--- src/rtl/noc_pkg.sv ---
// Shared NoC router types: allocator FSM states, default sizing, port-index helpers.
// Latency: none (types and pure functions only).
// Backpressure: none.
package noc_pkg;

    typedef enum logic [0:0] {
        IDLE   = 1'b0,
        LOCKED = 1'b1
    } alloc_state_t;

    localparam int NUM_IN_DEF  = 5;
    localparam int CREDITS_DEF = 4;

    // Wide enough for the largest supported router radix (8 inputs).
    typedef logic [2:0] port_idx_t;

    function automatic port_idx_t onehot_to_idx(input logic [7:0] oh);
        port_idx_t idx;
        idx = '0;
        for (int k = 0; k < 8; k++) begin
            if (oh[k]) idx = port_idx_t'(k);
        end
        return idx;
    endfunction

endpackage

--- src/rtl/lrg_matrix_arb.sv ---
// N-input least-recently-granted matrix arbiter with registered priority matrix.
// Latency: request-to-grant is combinational; priority updates on the edge after a grant.
// Backpressure: none; the caller masks requests and enables update only on accepted grants.
module lrg_matrix_arb #(
    parameter int N = 5
) (
    input  logic         clk,
    input  logic         rst_n,
    input  logic [N-1:0] req,
    input  logic         update,
    output logic [N-1:0] gnt
);

    // beats[i][j] = 1 means requester i wins over requester j.
    logic [N-1:0] beats [N];

    for (genvar i = 0; i < N; i++) begin : g_row
        for (genvar j = 0; j < N; j++) begin : g_col
            if (i > j) begin : g_lo
                logic p;
                always_ff @(posedge clk or negedge rst_n) begin
                    if (!rst_n) begin
                        p <= 1'b1;
                    end else if (update && (gnt[i] || gnt[j])) begin
                        p <= gnt[j];
                    end
                end
                assign beats[i][j] = p;
                assign beats[j][i] = ~p;
            end else if (i == j) begin : g_diag
                assign beats[i][j] = 1'b1;
            end
        end
        assign gnt[i] = req[i] & (&(beats[i] | ~req));
    end

endmodule

--- src/rtl/output_port_alloc.sv ---
// Wormhole output-port allocator: LRG arbitration on heads, head-to-tail lock, credit gating (OPA_WATCHDOG_EN adds a stall watchdog).
// Latency: gnt/sel/xfer are zero-cycle combinational; state, owner, priority and credits update on the next edge.
// Backpressure: no flit is granted while credit_cnt is 0; ungranted inputs hold their flit.
module output_port_alloc
    import noc_pkg::*;
#(
    parameter int NUM_IN  = NUM_IN_DEF,
    parameter int CREDITS = CREDITS_DEF
`ifdef OPA_WATCHDOG_EN
    , parameter int WD_CYCLES = 64
`endif
) (
    input  logic                               clk,
    input  logic                               rst_n,
    input  logic [NUM_IN-1:0]                  req_valid,
    input  logic [NUM_IN-1:0]                  req_head,
    input  logic [NUM_IN-1:0]                  req_tail,
    input  logic                               credit_return,
    output logic [NUM_IN-1:0]                  gnt,
    output logic                               xfer,
    output logic [NUM_IN-1:0]                  sel,
    output logic [$clog2(CREDITS+1)-1:0]       credit_cnt,
    output logic                               locked,
    output logic [$clog2(NUM_IN)-1:0]          owner,
    output logic                               wd_err
);

    localparam int CW = $clog2(CREDITS + 1);
    localparam int OW = $clog2(NUM_IN);

    alloc_state_t    state_q, state_d;
    logic [OW-1:0]   owner_q, owner_d;
    logic [OW-1:0]   win_idx;
    logic            cred_ok;
    logic            tail_hit;
    logic            wd_fire;
    logic [NUM_IN-1:0] arb_req, arb_gnt;
    logic            arb_update;

    assign cred_ok = (credit_cnt != '0);

    // Only heads compete, and only when the port is free and a credit is available.
    assign arb_req    = (state_q == IDLE && cred_ok) ? (req_valid & req_head) : '0;
    assign arb_update = (state_q == IDLE) && xfer;

    lrg_matrix_arb #(.N(NUM_IN)) u_arb (
        .clk    (clk),
        .rst_n  (rst_n),
        .req    (arb_req),
        .update (arb_update),
        .gnt    (arb_gnt)
    );

    always_comb begin
        gnt = '0;
        if (state_q == IDLE) begin
            gnt = arb_gnt;
        end else begin
            gnt = req_valid & (NUM_IN'(1) << owner_q) & {NUM_IN{cred_ok}};
        end
    end

    assign xfer     = |gnt;
    assign sel      = gnt;
    assign tail_hit = |(gnt & req_tail);
    assign win_idx  = OW'(onehot_to_idx(8'(gnt)));

    always_comb begin
        state_d = state_q;
        owner_d = owner_q;
        if (state_q == IDLE) begin
            if (xfer && !tail_hit) begin
                state_d = LOCKED;
                owner_d = win_idx;
            end
        end else if (xfer && tail_hit) begin
            state_d = IDLE;
        end
        if (wd_fire) state_d = IDLE;
    end

    always_ff @(posedge clk or negedge rst_n) begin
        if (!rst_n) begin
            state_q    <= IDLE;
            owner_q    <= '0;
            credit_cnt <= CW'(CREDITS);
        end else begin
            state_q <= state_d;
            owner_q <= owner_d;
            if (xfer && !credit_return) begin
                credit_cnt <= credit_cnt - 1'b1;
            end else if (!xfer && credit_return && credit_cnt != CW'(CREDITS)) begin
                credit_cnt <= credit_cnt + 1'b1;
            end
        end
    end

    assign locked = (state_q == LOCKED);
    assign owner  = owner_q;

`ifdef OPA_WATCHDOG_EN
    localparam int WW = $clog2(WD_CYCLES + 1);

    logic [WW-1:0] wd_cnt;
    logic          wd_err_q;
    logic          stalled;

    // Counter holds at WD_CYCLES-1 while credits are empty; the abort waits for a credit.
    assign stalled = (state_q == LOCKED) && !xfer;
    assign wd_fire = stalled && cred_ok && (wd_cnt >= WW'(WD_CYCLES - 1));

    always_ff @(posedge clk or negedge rst_n) begin
        if (!rst_n) begin
            wd_cnt   <= '0;
            wd_err_q <= 1'b0;
        end else begin
            if (!stalled || wd_fire) begin
                wd_cnt <= '0;
            end else if (wd_cnt < WW'(WD_CYCLES - 1)) begin
                wd_cnt <= wd_cnt + 1'b1;
            end
            if (wd_fire) wd_err_q <= 1'b1;
        end
    end

    assign wd_err = wd_err_q;
`else
    assign wd_fire = 1'b0;
    assign wd_err  = 1'b0;
`endif

endmodule
--- config.mk ---
export PLATFORM = sky130hd
export DESIGN_NAME = output_port_alloc
export DESIGN_NICKNAME = d
export VERILOG_FILES = /design/src/rtl/noc_pkg.sv /design/src/rtl/lrg_matrix_arb.sv /design/src/rtl/output_port_alloc.sv
export SDC_FILE = /design/constraint.sdc
export NUM_CORES = 1
export LEC_CHECK = 0
export ABC_CLOCK_PERIOD_IN_PS = 4000
export CAP_MARGIN = 5
export CORE_MARGIN = 3
export CORE_UTILIZATION = 45
export CTS_BUF_LIST = sky130_fd_sc_hd__clkbuf_4 sky130_fd_sc_hd__clkbuf_8
export CTS_CLUSTER_SIZE = 14
export DETAILED_ROUTE_END_ITERATION = 10
export DONT_BUFFER_PORTS = 1
export GPL_TIMING_DRIVEN = 1
export SETUP_SLACK_MARGIN = 0.05
export SYNTH_ARGS = -nofsm -noshare
export SYNTH_HDL_FRONTEND = slang
export SYNTH_SLANG_ARGS = --single-unit
export TNS_END_PERCENT = 30
--- constraint.sdc ---
create_clock -name clk -period 4 [get_ports clk]
set_clock_uncertainty 0.05 [all_clocks]
set_input_delay 0.8 -clock clk [delete_from_list [all_inputs] [get_ports clk]]
set_output_delay 0.8 -clock clk [all_outputs]
set_load 0.02 [all_outputs]
# --- Word-level counts from Yosys, hierarchy flattened ---
# Index checks and enable logic that the tools add are counted.
classes:
  shift: 1
  n_eq_ne: 1
  reduce_logical: 40
  n_bitwise: 26
  muxes: 11
  add_sub_neg: 2
op_table:
  columns: ["operator", "count"]
  rows:
  - ["$or A5 B5 Y5", 5]
  - ["$reduce_and A5 Y1", 5]
  - ["$and A5 B5 Y5", 4]
  - ["$logic_and A1 B1 Y1", 17]
  - ["$not A1 Y1", 11]
  - ["$logic_or A1 B1 Y1", 10]
  - ["$mux W5", 2]
  - ["$reduce_or A5 Y1", 2]
  - ["$mux W3", 3]
  - ["$and A1 B1 Y1", 5]
  - ["$not A5 Y5", 1]
  - ["$shl A1 B3 Y5 const A", 1]
  - ["$mux W1", 4]
  - ["$mux W2", 2]
  - ["$add A3 B1 Y3 const B", 1]
  - ["$logic_not A1 Y1", 3]
  - ["$ne A3 B3 Y1 const B", 1]
  - ["$reduce_bool A3 Y1", 1]
  - ["$sub A3 B1 Y3 const B", 1]
  - ["$reduce_and A2 Y1", 1]
  - ["$reduce_bool A2 Y1", 1]
word_totals:
  ff_bits: 17
  input_bits: 18
  output_inout_bits: 19
  wordCells: 94

# --- Longest topological paths before layout ---
# Gate-level depths: netlist (run 1).
depth:
  ltp_word: 14
  mapped_depth: 14

# --- Hierarchy ---
# From an unflattened synthesis (run 1), not the netlist that was laid out.
unflattened:
  cells_unflattened: 146
  hier_area_um2: 1353.8
modules_own_cells:
  columns: ["mod", "cells_per_inst", "n_inst", "area_per_inst_um2"]
  rows:
  - ["output_port_alloc", 97, 1, 805.8]
  - ["lrg_matrix_arb", 49, 1, 548.0]

# --- Worst setup path after synthesis (run 1) ---
# No wires, ideal clock.
synth_path:
  kind: "input to register"
  startpoint: "input port req_valid[0]"
  endpoint: "register credit_cnt[2]"
  setup_time_ns: 0.097
  cell_stages: 11
  required_time_ns: 3.853
  n_path_buf: 1
  setup_slack_ns: 0.181
  arrival_ns: 3.672
  cell_sequence: "nand2_1 -> a31o_2 -> o41ai_1 -> nor4_2 -> buf_2 -> inv_1 -> nand2_1 -> fa_1 -> a211o_1 -> mux2i_1 -> a221oi_1"
synth_via:
  elab_chain_cells: 12
  elab_cells_between_ends: 28
synth_lines:
  columns: ["element", "line_no", "rtl"]
  rows:
  - ["from (decl)", "output_port_alloc.sv:15", "input logic [NUM_IN-1:0] req_valid,"]
  - ["$and A5 B5 Y5", "output_port_alloc.sv:43", "assign arb_req = (state_q == IDLE && cred_ok) ? (req_valid & req_head) : '0;"]
  - ["$mux W5", "output_port_alloc.sv:43", null]
  - ["$not A5 Y5", "lrg_matrix_arb.sv:34", "assign gnt[i] = req[i] & (&(beats[i] | ~req));"]
  - ["$or A5 B5 Y5", "lrg_matrix_arb.sv:34", null]
  - ["$reduce_and A5 Y1", "lrg_matrix_arb.sv:34", null]
  - ["$and A1 B1 Y1", "lrg_matrix_arb.sv:34", null]
  - ["$mux W5 *", "output_port_alloc.sv:56", "if (state_q == IDLE) begin"]
  - ["named net gnt[0]", "output_port_alloc.sv:19", "output logic [NUM_IN-1:0] gnt,"]
  - ["$reduce_or A5 Y1 *", "output_port_alloc.sv:63", "assign xfer = |gnt;"]
  - ["named net xfer", "output_port_alloc.sv:20", "output logic xfer,"]
  - ["$logic_not A1 Y1", "output_port_alloc.sv:92", "end else if (!xfer && credit_return && credit_cnt != CW'(CREDITS)) begin"]
  - ["$logic_and A1 B1 Y1 (2 in series)", "output_port_alloc.sv:92", null]
  - ["$reduce_bool A2 Y1 (no line)", null, null]
  - ["to (signal assigned)", "output_port_alloc.sv:86", "credit_cnt <= CW'(CREDITS);"]
  - ["to (signal assigned)", "output_port_alloc.sv:91", "credit_cnt <= credit_cnt - 1'b1;"]
  - ["to (signal assigned)", "output_port_alloc.sv:93", "credit_cnt <= credit_cnt + 1'b1;"]
  - ["to (decl)", "output_port_alloc.sv:22", "output logic [$clog2(CREDITS+1)-1:0] credit_cnt,"]
# The timed path passes the listed nets; every way through them passes the cells marked *.
# A chain may end at the register's enable or synchronous reset.

# --- Worst setup path after layout (run 1) ---
layout_path:
  startpoint: "register credit_cnt[2]"
  endpoint: "register credit_cnt[1]"
layout_via:
  elab_chain_cells: 13
  elab_cells_between_ends: 29
layout_lines:
  columns: ["element", "line_no", "rtl"]
  rows:
  - ["$reduce_bool A3 Y1 *", "output_port_alloc.sv:40", "assign cred_ok = (credit_cnt != '0);"]
  - ["$logic_and A1 B1 Y1", "output_port_alloc.sv:43", null]
  - ["$mux W5", "output_port_alloc.sv:43", null]
  - ["$not A5 Y5", "lrg_matrix_arb.sv:34", null]
  - ["$or A5 B5 Y5", "lrg_matrix_arb.sv:34", null]
  - ["$reduce_and A5 Y1", "lrg_matrix_arb.sv:34", null]
  - ["$and A1 B1 Y1", "lrg_matrix_arb.sv:34", null]
  - ["$mux W5 *", "output_port_alloc.sv:56", null]
  - ["named net gnt[4]", "output_port_alloc.sv:19", null]
  - ["$reduce_or A5 Y1 *", "output_port_alloc.sv:63", null]
  - ["named net xfer", "output_port_alloc.sv:20", null]
  - ["$logic_not A1 Y1", "output_port_alloc.sv:92", null]
  - ["$logic_and A1 B1 Y1 (2 in series)", "output_port_alloc.sv:92", null]
  - ["$reduce_bool A2 Y1 (no line)", null, null]
# Marked as above.

==> implementation parameters, run 1 <==
Parameter                              Value

STA
  WHS    0.132 ns
  Final hold viol count    0
  Setup Viol. Count Final    0
  Final period demand of the worst path    3.41 ns
  Max-slew violation count    0
  Unrepaired setup endpoints after global routing    false
  Actual slew at the worst max-slew pin    0.706 ns
  Highest clock rate    293 MHz
  Worst slew slack as a fraction of its limit    52.5%
  Fin crit share    85.3%
  Total Neg Setup Slack    0 ns

Floorplanning
  IO Pins    37
  Height of the die    57.4 µm
  Placeable core region    2500 µm²
  Width of the chip    57.4 µm
  Full die area    3300 µm²
  Cell row count    18
  Initial Utilization    47.6%

Route
  Via Count    959
  DRC    0
  Average via count per standard cell    6.23
  Final Routed Wirelength    2.71 mm
  Routed wire length per instance    17.6 µm
  First-pass DRT Iterations    5
  Detailed router's first-iteration violation count    58
  Remaining number of nets flagged by the antenna check after routing    0

Synthesis
  Fraction of synthesized cell area taken by the top area cell type    24.3%
  Share of the yosys chip area belonging to registers    36.9%
  Synthesized area per cell    9.30 µm²
  Synth area leader    dfstp_2
  Total of warnings raised by yosys    0
  Ranking of synthesized cells by area    dfstp_2 (24%), dfrtp_1 (13%), nand2_1 (5.4%)
  Synth Cell Area    1190 µm²
  Post-synthesis register bit count    17
  Mapped Cells    128
  Nets in the synthesized netlist    147
  Library cells used by synthesis    48

Finish
  Fraction of layout cells with a size suffix above 1    24.2%
  Most frequent cells in the layout    nand2_1 (17), dfstp_2 (11), inv_1 (8)
  Most common library cell in the layout ignoring fill and taps    nand2_1
  Layout overhead on the synthesized area    1.89%
  Ant diodes    0
  Net total in the final layout    144

Worst setup path
  Setup crit end kind    register
  Crit Path Max Fanout    7
  Cell Chain, Critical Path    or3_1, nand2b_4, or4_1, o21ai_4, nor4_2, inv_1, nand2_1, fa_1, or3_1, o221ai_1
  Worst path buffer plus inverter count    1
  Cell with the largest stage delay on the worst path    or4_1
  Cell repeated most along the worst path    or3_1
  Worst setup path class    reg -> reg
  Data required time at the worst endpoint    4.16 ns
  Cell family contributing the most delay on the critical path    simple AND/OR/NAND/NOR gates
  Crit-path max cell delay    0.68 ns
  Critical Path AT    3.57 ns
  Startpoint type of the worst setup path    register

Clock network
  H-tree Lvls    1
  Reg clk slew, reported paths    0.10 ns
  Post-cts gate resize count    0
  TritonCTS buffer count    3
  Count of hold-fix buffers inserted at cts    0
  Number of clock sinks    17
  Maximum number of buffers from clock root to sink    2
  Total setup buffers inserted after CTS    0
  Clock tree from TritonCTS    done
  Clock insertion delay at the later pin of the skew report    0.29 ns
  Root buffer cell    clkbuf_4

Placed design
  Global placement routability congestion    0.955
  Port buffer count    0
  Post-DP HPWL    2.14 mm

Power
  Part of the power in registers    40.5%
  Internal power of the cells    562 µW
  Largest voltage drop on the vdd net    525 µV
  Combinational share of power    50.3%
  LEAKAGE    0.000559 µW
  Switching share of power    44.9%
  Clk pwr share    9.2%
  Sw power    457 µW
  Areal power density over the cells    840 nW/µm²

Global route
  First-pass GRT wire length    4.62 mm
  Overall overflow remaining after global route    0
  Pin count of the biggest net entering global routing    18
  Via count of the first global-routing pass    997
  Initial antenna violation count    0
  Tot GR Track Use    17.6%

Run
  Maximum Capacitance Violations    0

Run status
  Status    finished clean

Worst hold path
  Type of the most critical hold path    in -> async
-- Yosys cell counts (all sizes together) --
| library cell | n |
|---|---|
| nor2b | 2 |
| and3 | 2 |
| a32oi | 1 |
| or3 | 2 |
| xnor2 | 1 |
| o22ai | 1 |
| fa | 1 |
| a211oi | 1 |
| and2 | 2 |
| clkbuf | 1 |
| o21bai | 1 |
| a21o | 7 |
| conb | 1 |
| dfrtp | 6 |
| a21oi | 1 |
| or4 | 3 |
| o211ai | 1 |
| o2111ai | 1 |
| nand2b | 1 |
| nor2 | 4 |
| o21ai | 8 |
| a22oi | 1 |
| nand2 | 17 |
| a31o | 1 |
| inv | 8 |
| nand4 | 2 |
| a221o | 1 |
| nor4 | 4 |
| a41o | 1 |
| o221ai | 2 |
| a221oi | 1 |
| nand3 | 6 |
| dfstp | 11 |
| a211o | 1 |
| a21boi | 1 |
| o41ai | 1 |
| mux2i | 5 |
| nand4b | 1 |
| or4b | 1 |
| buf | 12 |
| o31ai | 1 |
| mux2 | 2 |
-- flip-flops by register name (all words and copies together) (netlist names), named ones only --
name                      flops
credit_cnt                    3
owner                         3
u_arb.g_row.g_col.g_lo.p     10
-- final timing paths --
path / end / from / cells after the start / slack [ns]
min reg2reg: u_arb.g_row[4].g_col[2].g_lo.p$_DFFE_PN1P_ / u_arb.g_row[4].g_col[2].g_lo.p$_DFFE_PN1P_ / 2 / 0.43
min in group clk: u_arb.g_row[4].g_col[2].g_lo.p$_DFFE_PN1P_ / u_arb.g_row[4].g_col[2].g_lo.p$_DFFE_PN1P_ / 2 / 0.43
min: owner[1]$_DFFE_PN0P_ / rst_n / 0 / 0.13
max: credit_cnt[1]$_DFFE_PN0P_ / credit_cnt[2]$_DFFE_PN1P_ / 10 / 0.59
max reg2reg: credit_cnt[1]$_DFFE_PN0P_ / credit_cnt[2]$_DFFE_PN1P_ / 10 / 0.59
max in group asynchronous: u_arb.g_row[4].g_col[0].g_lo.p$_DFFE_PN1P_ / rst_n / 0 / 3.59
-- per-stage QoR --
stage	utilization (%)	instances	power (µW)	setup WS, ns	cell area, µm²
floorplan	-	128	840	0.181	1190
global placement	47.4	150	917	0.635	1180
detailed placement	47.4	150	932	0.603	1180
CTS	48.5	154	1030	0.575	1210
global route	48.5	154	1110	0.378	1210
finish	48.5	154	1020	0.590	1210
-- cell families after synthesis --
family / after synthesis / share of synthesized area (%)
adders and majority gates: 1 / 1.68
xor gates and xnor gates: 1 / 0.736
other: 1 / 0.315
buffers and inverters: 21 / 9.88
AOI/OAI and AO/OA: 33 / 21.6
and+or+nand+nor: 47 / 22.5
DFF: 17 / 36.9
muxes: 7 / 6.41
-- cell type report --
| cell class | instances | area [µm²] |
|---|---|---|
| Fill cell | 245 | 1290 |
| Multi-Input combinational cell | 90 | 641 |
| Sequential cell | 17 | 439 |
| Timing Repair Buffer | 5 | 37.5 |
| Tap cell | 30 | 37.5 |
| Inverter | 8 | 30.0 |
| Clock buffer | 3 | 22.5 |
| Clock inverter | 1 | 5.00 |
-- routing by layer --
| layer | vias to the layer above | wire, µm | GRT usage (%) |
|---|---|---|---|
| met5 | - | 0 | 0 |
| met4 | 0 | 28 | 3.31 |
| met3 | 5 | 268 | 6.11 |
| met2 | 42 | 1280 | 28.5 |
| met1 | 458 | 1140 | 22.9 |
| li1 | 454 | - | - |
-- power by group through the flow --
stage          Sequential, µW  Clock [µW]  Combinational (µW)
2_1_floorplan             390           0                 450
3_3_place_gp              415           0                 502
3_5_place_dp              416           0                 516
4_1_cts                   413        98.2                 517
5_1_grt                   430         105                 572
6_report                  412        93.7                 513
No activity file was read; power rests on OpenSTA's default activity.
==> run 2, diff against run 1 <==
--- a/config.mk
+++ b/config.mk
@@ -13,9 +13,11 @@
 export CTS_CLUSTER_SIZE = 14
 export DETAILED_ROUTE_END_ITERATION = 10
 export DONT_BUFFER_PORTS = 1
+export GPL_ROUTABILITY_DRIVEN = 0
 export GPL_TIMING_DRIVEN = 1
 export SETUP_SLACK_MARGIN = 0.05
 export SYNTH_ARGS = -nofsm -noshare
 export SYNTH_HDL_FRONTEND = slang
+export SYNTH_HIERARCHICAL = 1
 export SYNTH_SLANG_ARGS = --single-unit
 export TNS_END_PERCENT = 30
==> run 2 against run 1 <==
- largest cell class unchanged
- die area is 12% higher
- area after synthesis increased by 14%
- final area grew 19%
- via count is 19% higher
- worst hold slack improved by 0.019 ns
- utilization rose by 3.0 points
- clock-buffer cell count rose by 1
- fmax down 7.7%
==> implementation parameters, run 2 <==
Parameter                              Value

Synthesis
  Fraction of synthesized cell area taken by the top area cell type    21.3% (-2.9 points)
  Mapped Cells    146 (+14%)
  Synth Cell Area    1350 µm² (+14%)
  Ranking of synthesized cells by area    dfstp_2 (21%), dfrtp_1 (11%), a21o_1 (5.5%)
  Proportion of register bits with asynchronous set or reset after synthesis    100% (unchanged)
  Total of warnings raised by yosys    6 (+6)
  Synth area leader    dfstp_2
  Count of flip-flops with a built-in enable after synthesis    0 (unchanged)
  Post-synthesis register bit count    17 (unchanged)
  Most numerous cell in the Yosys netlist    inv_1
  Share of the yosys chip area belonging to registers    32.4% (-4.5 points)
  Flip-flop cell with the highest count after synthesis    dfstp_2
  Nets in the synthesized netlist    165 (+12%)
  Synthesized area per cell    9.27 µm² (-0.25%)
  Library cells used by synthesis    56 (+17%)
  Most numerous cell types in the synthesized netlist    inv_1 (18), dfstp_2 (11), a21o_1 (10)

Route
  Routed wire length per instance    17.8 µm (+1.3%)
  Detailed router's first-iteration violation count    69 (+19%)
  Remaining number of nets flagged by the antenna check after routing    0 (unchanged)
  Via Count    1,138 (+19%)
  Average via count per standard cell    6.32 (+1.5%)
  DRC    0 (unchanged)
  Final Routed Wirelength    3.21 mm (+18%)
  First-pass DRT Iterations    4 (-1)

STA
  Worst slew slack as a fraction of its limit    45.8% (-6.7 points)
  Actual slew at the worst max-slew pin    0.813 ns (+0.106 ns)
  Setup Viol. Count Final    0 (unchanged)
  Max-slew violation count    0 (unchanged)
  Final period demand of the worst path    3.70 ns (+0.286 ns)
  Total Neg Setup Slack    0 ns (unchanged)
  Fin crit share    92.4% (+7.2 points)
  Final hold viol count    0 (unchanged)
  Highest clock rate    271 MHz (-7.7%)
  Unrepaired setup endpoints after global routing    false
  Slack of the critical path    0.303 ns (-0.286 ns)

Worst setup path
  Critical Path AT    2.85 ns (-0.72 ns)
  Startpoint type of the worst setup path    register
  Setup crit end kind    primary output
  Worst setup path class    reg -> out
  Data required time at the worst endpoint    3.15 ns (-1.01 ns)
  Crit Path Max Fanout    8 (+1)

Clock network
  Number of clock sinks    17 (unchanged)
  Clock insertion delay at the later pin of the skew report    0.29 ns (about the same)
  Maximum number of buffers from clock root to sink    2 (unchanged)
  TritonCTS buffer count    3 (unchanged)
  Reg clk slew, reported paths    0.09 ns (about the same)
  H-tree Lvls    1 (unchanged)
  Total setup buffers inserted after CTS    0 (unchanged)
  Root buffer cell    clkbuf_4
  Clock tree from TritonCTS    done

Finish
  Ant diodes    0 (unchanged)
  Design Area, Final    1440 µm² (+19%)
  Layout overhead on the synthesized area    6.65%
  Util after Layout    51.5% (+3.0 points)
  Biggest register    u_arb/g_row.g_col.g_lo.p
  Net total in the final layout    169 (+17%)
  Most common library cell in the layout ignoring fill and taps    inv_1
  Final cell count without fillers    180 (+17%)
  Fraction of layout cells with a size suffix above 1    28.9% (+4.7 points)
  Max FFs per register    10 (unchanged)
  Most frequent cells in the layout    inv_1 (18), dfstp_2 (11), a21o_1 (10)

Placed design
  Post-DP HPWL    2.56 mm (+20%)
  Instance area after placement    1400 µm² (+18%)
  Worst setup timing slack at the placement stage    0.376 ns (-0.227 ns)
  Port buffer count    0 (unchanged)
  Placed insts    176 (+17%)

Floorplanning
  Initial Utilization    48.3% (+0.66 points)
  Height of the die    60.9 µm (+6.0%)
  IO Pins    37 (unchanged)
  Width of the chip    60.9 µm (+6.0%)
  Cell row count    19 (+1)
  Placeable core region    2810 µm² (+12%)
  Full die area    3700 µm² (+12%)

Global route
  Via count of the first global-routing pass    1,150 (+15%)
  Initial antenna violation count    0 (unchanged)
  Tot GR Track Use    19.5% (+1.8 points)
  First-pass GRT wire length    5.44 mm (+18%)
  Overall overflow remaining after global route    0 (unchanged)
  Pin count of the biggest net entering global routing    18 (unchanged)

Run status
  Status    finished clean

Run
  Maximum Capacitance Violations    0 (unchanged)

Worst hold path
  Type of the most critical hold path    in -> async

Power
  Largest voltage drop on the vdd net    407 µV (-22%)
  LEAKAGE    0.000632 µW (+13%)
  Areal power density over the cells    752 nW/µm² (-11%)
run 2: cell types whose count changed in the layout (fill, tap and decap cells not counted), moves of 6 or more:
cell     before  now
inv_1         8   18
o21ai_0       7    1
a21oi_1       1    8
nand2_1      17    8
run 2: repair_timing:
| action | CTS | global route |
|---|---|---|
| gates resized for setup | 0 | 4 |
| endpoints found under the setup margin | 0 | 4 |
| hold buffers | 0 | 0 |
run 2: worst paths after layout:
| check | start | endpoint | slack, ns | cells after the start |
|---|---|---|---|---|
| worst min register to register | u_arb/g_row[2].g_col[1].g_lo.p$_DFFE_PN1P_ | u_arb/g_row[2].g_col[1].g_lo.p$_DFFE_PN1P_ | 0.48 | 1 |
| max in group asynchronous | rst_n | u_arb/g_row[4].g_col[3].g_lo.p$_DFFE_PN1P_ | 3.58 | 0 |
| worst max register to register | credit_cnt[1]$_DFFE_PN0P_ | credit_cnt[2]$_DFFE_PN1P_ | 0.59 | 15 |
| min in group clk | u_arb/g_row[2].g_col[1].g_lo.p$_DFFE_PN1P_ | u_arb/g_row[2].g_col[1].g_lo.p$_DFFE_PN1P_ | 0.48 | 1 |
| worst max-delay path | credit_cnt[2]$_DFFE_PN1P_ | xfer | 0.30 | 9 |
| worst min-delay path | rst_n | owner[1]$_DFFE_PN0P_ | 0.15 | 0 |
run 2: layout make-up:
class	instances	area, µm²
fillers	257	1360
flip-flops and latches	17	439
clock buffers	4	30.0
multi-input cells	102	808
repair buffers	8	60.1
well taps	31	38.8
inverters	18	67.6
run 2: worst max-delay path, cell delays in order, from the launching register on:
cell and delay (ns):
dfstp_2 0.69, nor3_4 0.08, nor2_2 0.18, and3_1 0.33, a222oi_1 0.15, and3_1 0.24, nor4_2 0.35, a21o_1 0.20
o2111ai_2 0.13, buf_4 0.21
run 2: per-layer routing:
layer / global-route usage, % / wire length, µm / up-vias
met2: 30.2 / 1460 / 45
met4: 6.50 / 38 / 0
met1: 26.6 / 1490 / 551
met5: 0 / 0 / -
li1: - / - / 538
met3: 4.68 / 221 / 4
run 2: cell families after synthesis:
family | Yosys count | share of synthesized area (%)
compound gates | 49 | 29.4
xor+xnor | 1 | 0.647
fa+ha+maj | 1 | 1.48
buf+inv | 27 | 9.61
flops | 17 | 32.4
mux | 4 | 4.07
other cells | 1 | 0.277
simple gates | 46 | 22.1
run 2: power breakdown:
group | internal [µW] | leakage, µW | switching, µW | total [µW]
logic | 257 | 0.000421 | 333 | 590
clock network | 45.5 | 0.0000184 | 53.5 | 99.0
registers | 285 | 0.000192 | 111 | 396
run 2: metrics by stage:
step | hold slack, ns | total power [µW]
3_5_place_dp | 0.456 | 980
2_1_floorplan | 0.449 | 843
6_report | 0.151 | 1090
3_3_place_gp | 0.456 | 968
5_1_grt | 0.121 | 1170
4_1_cts | 0.134 | 1080
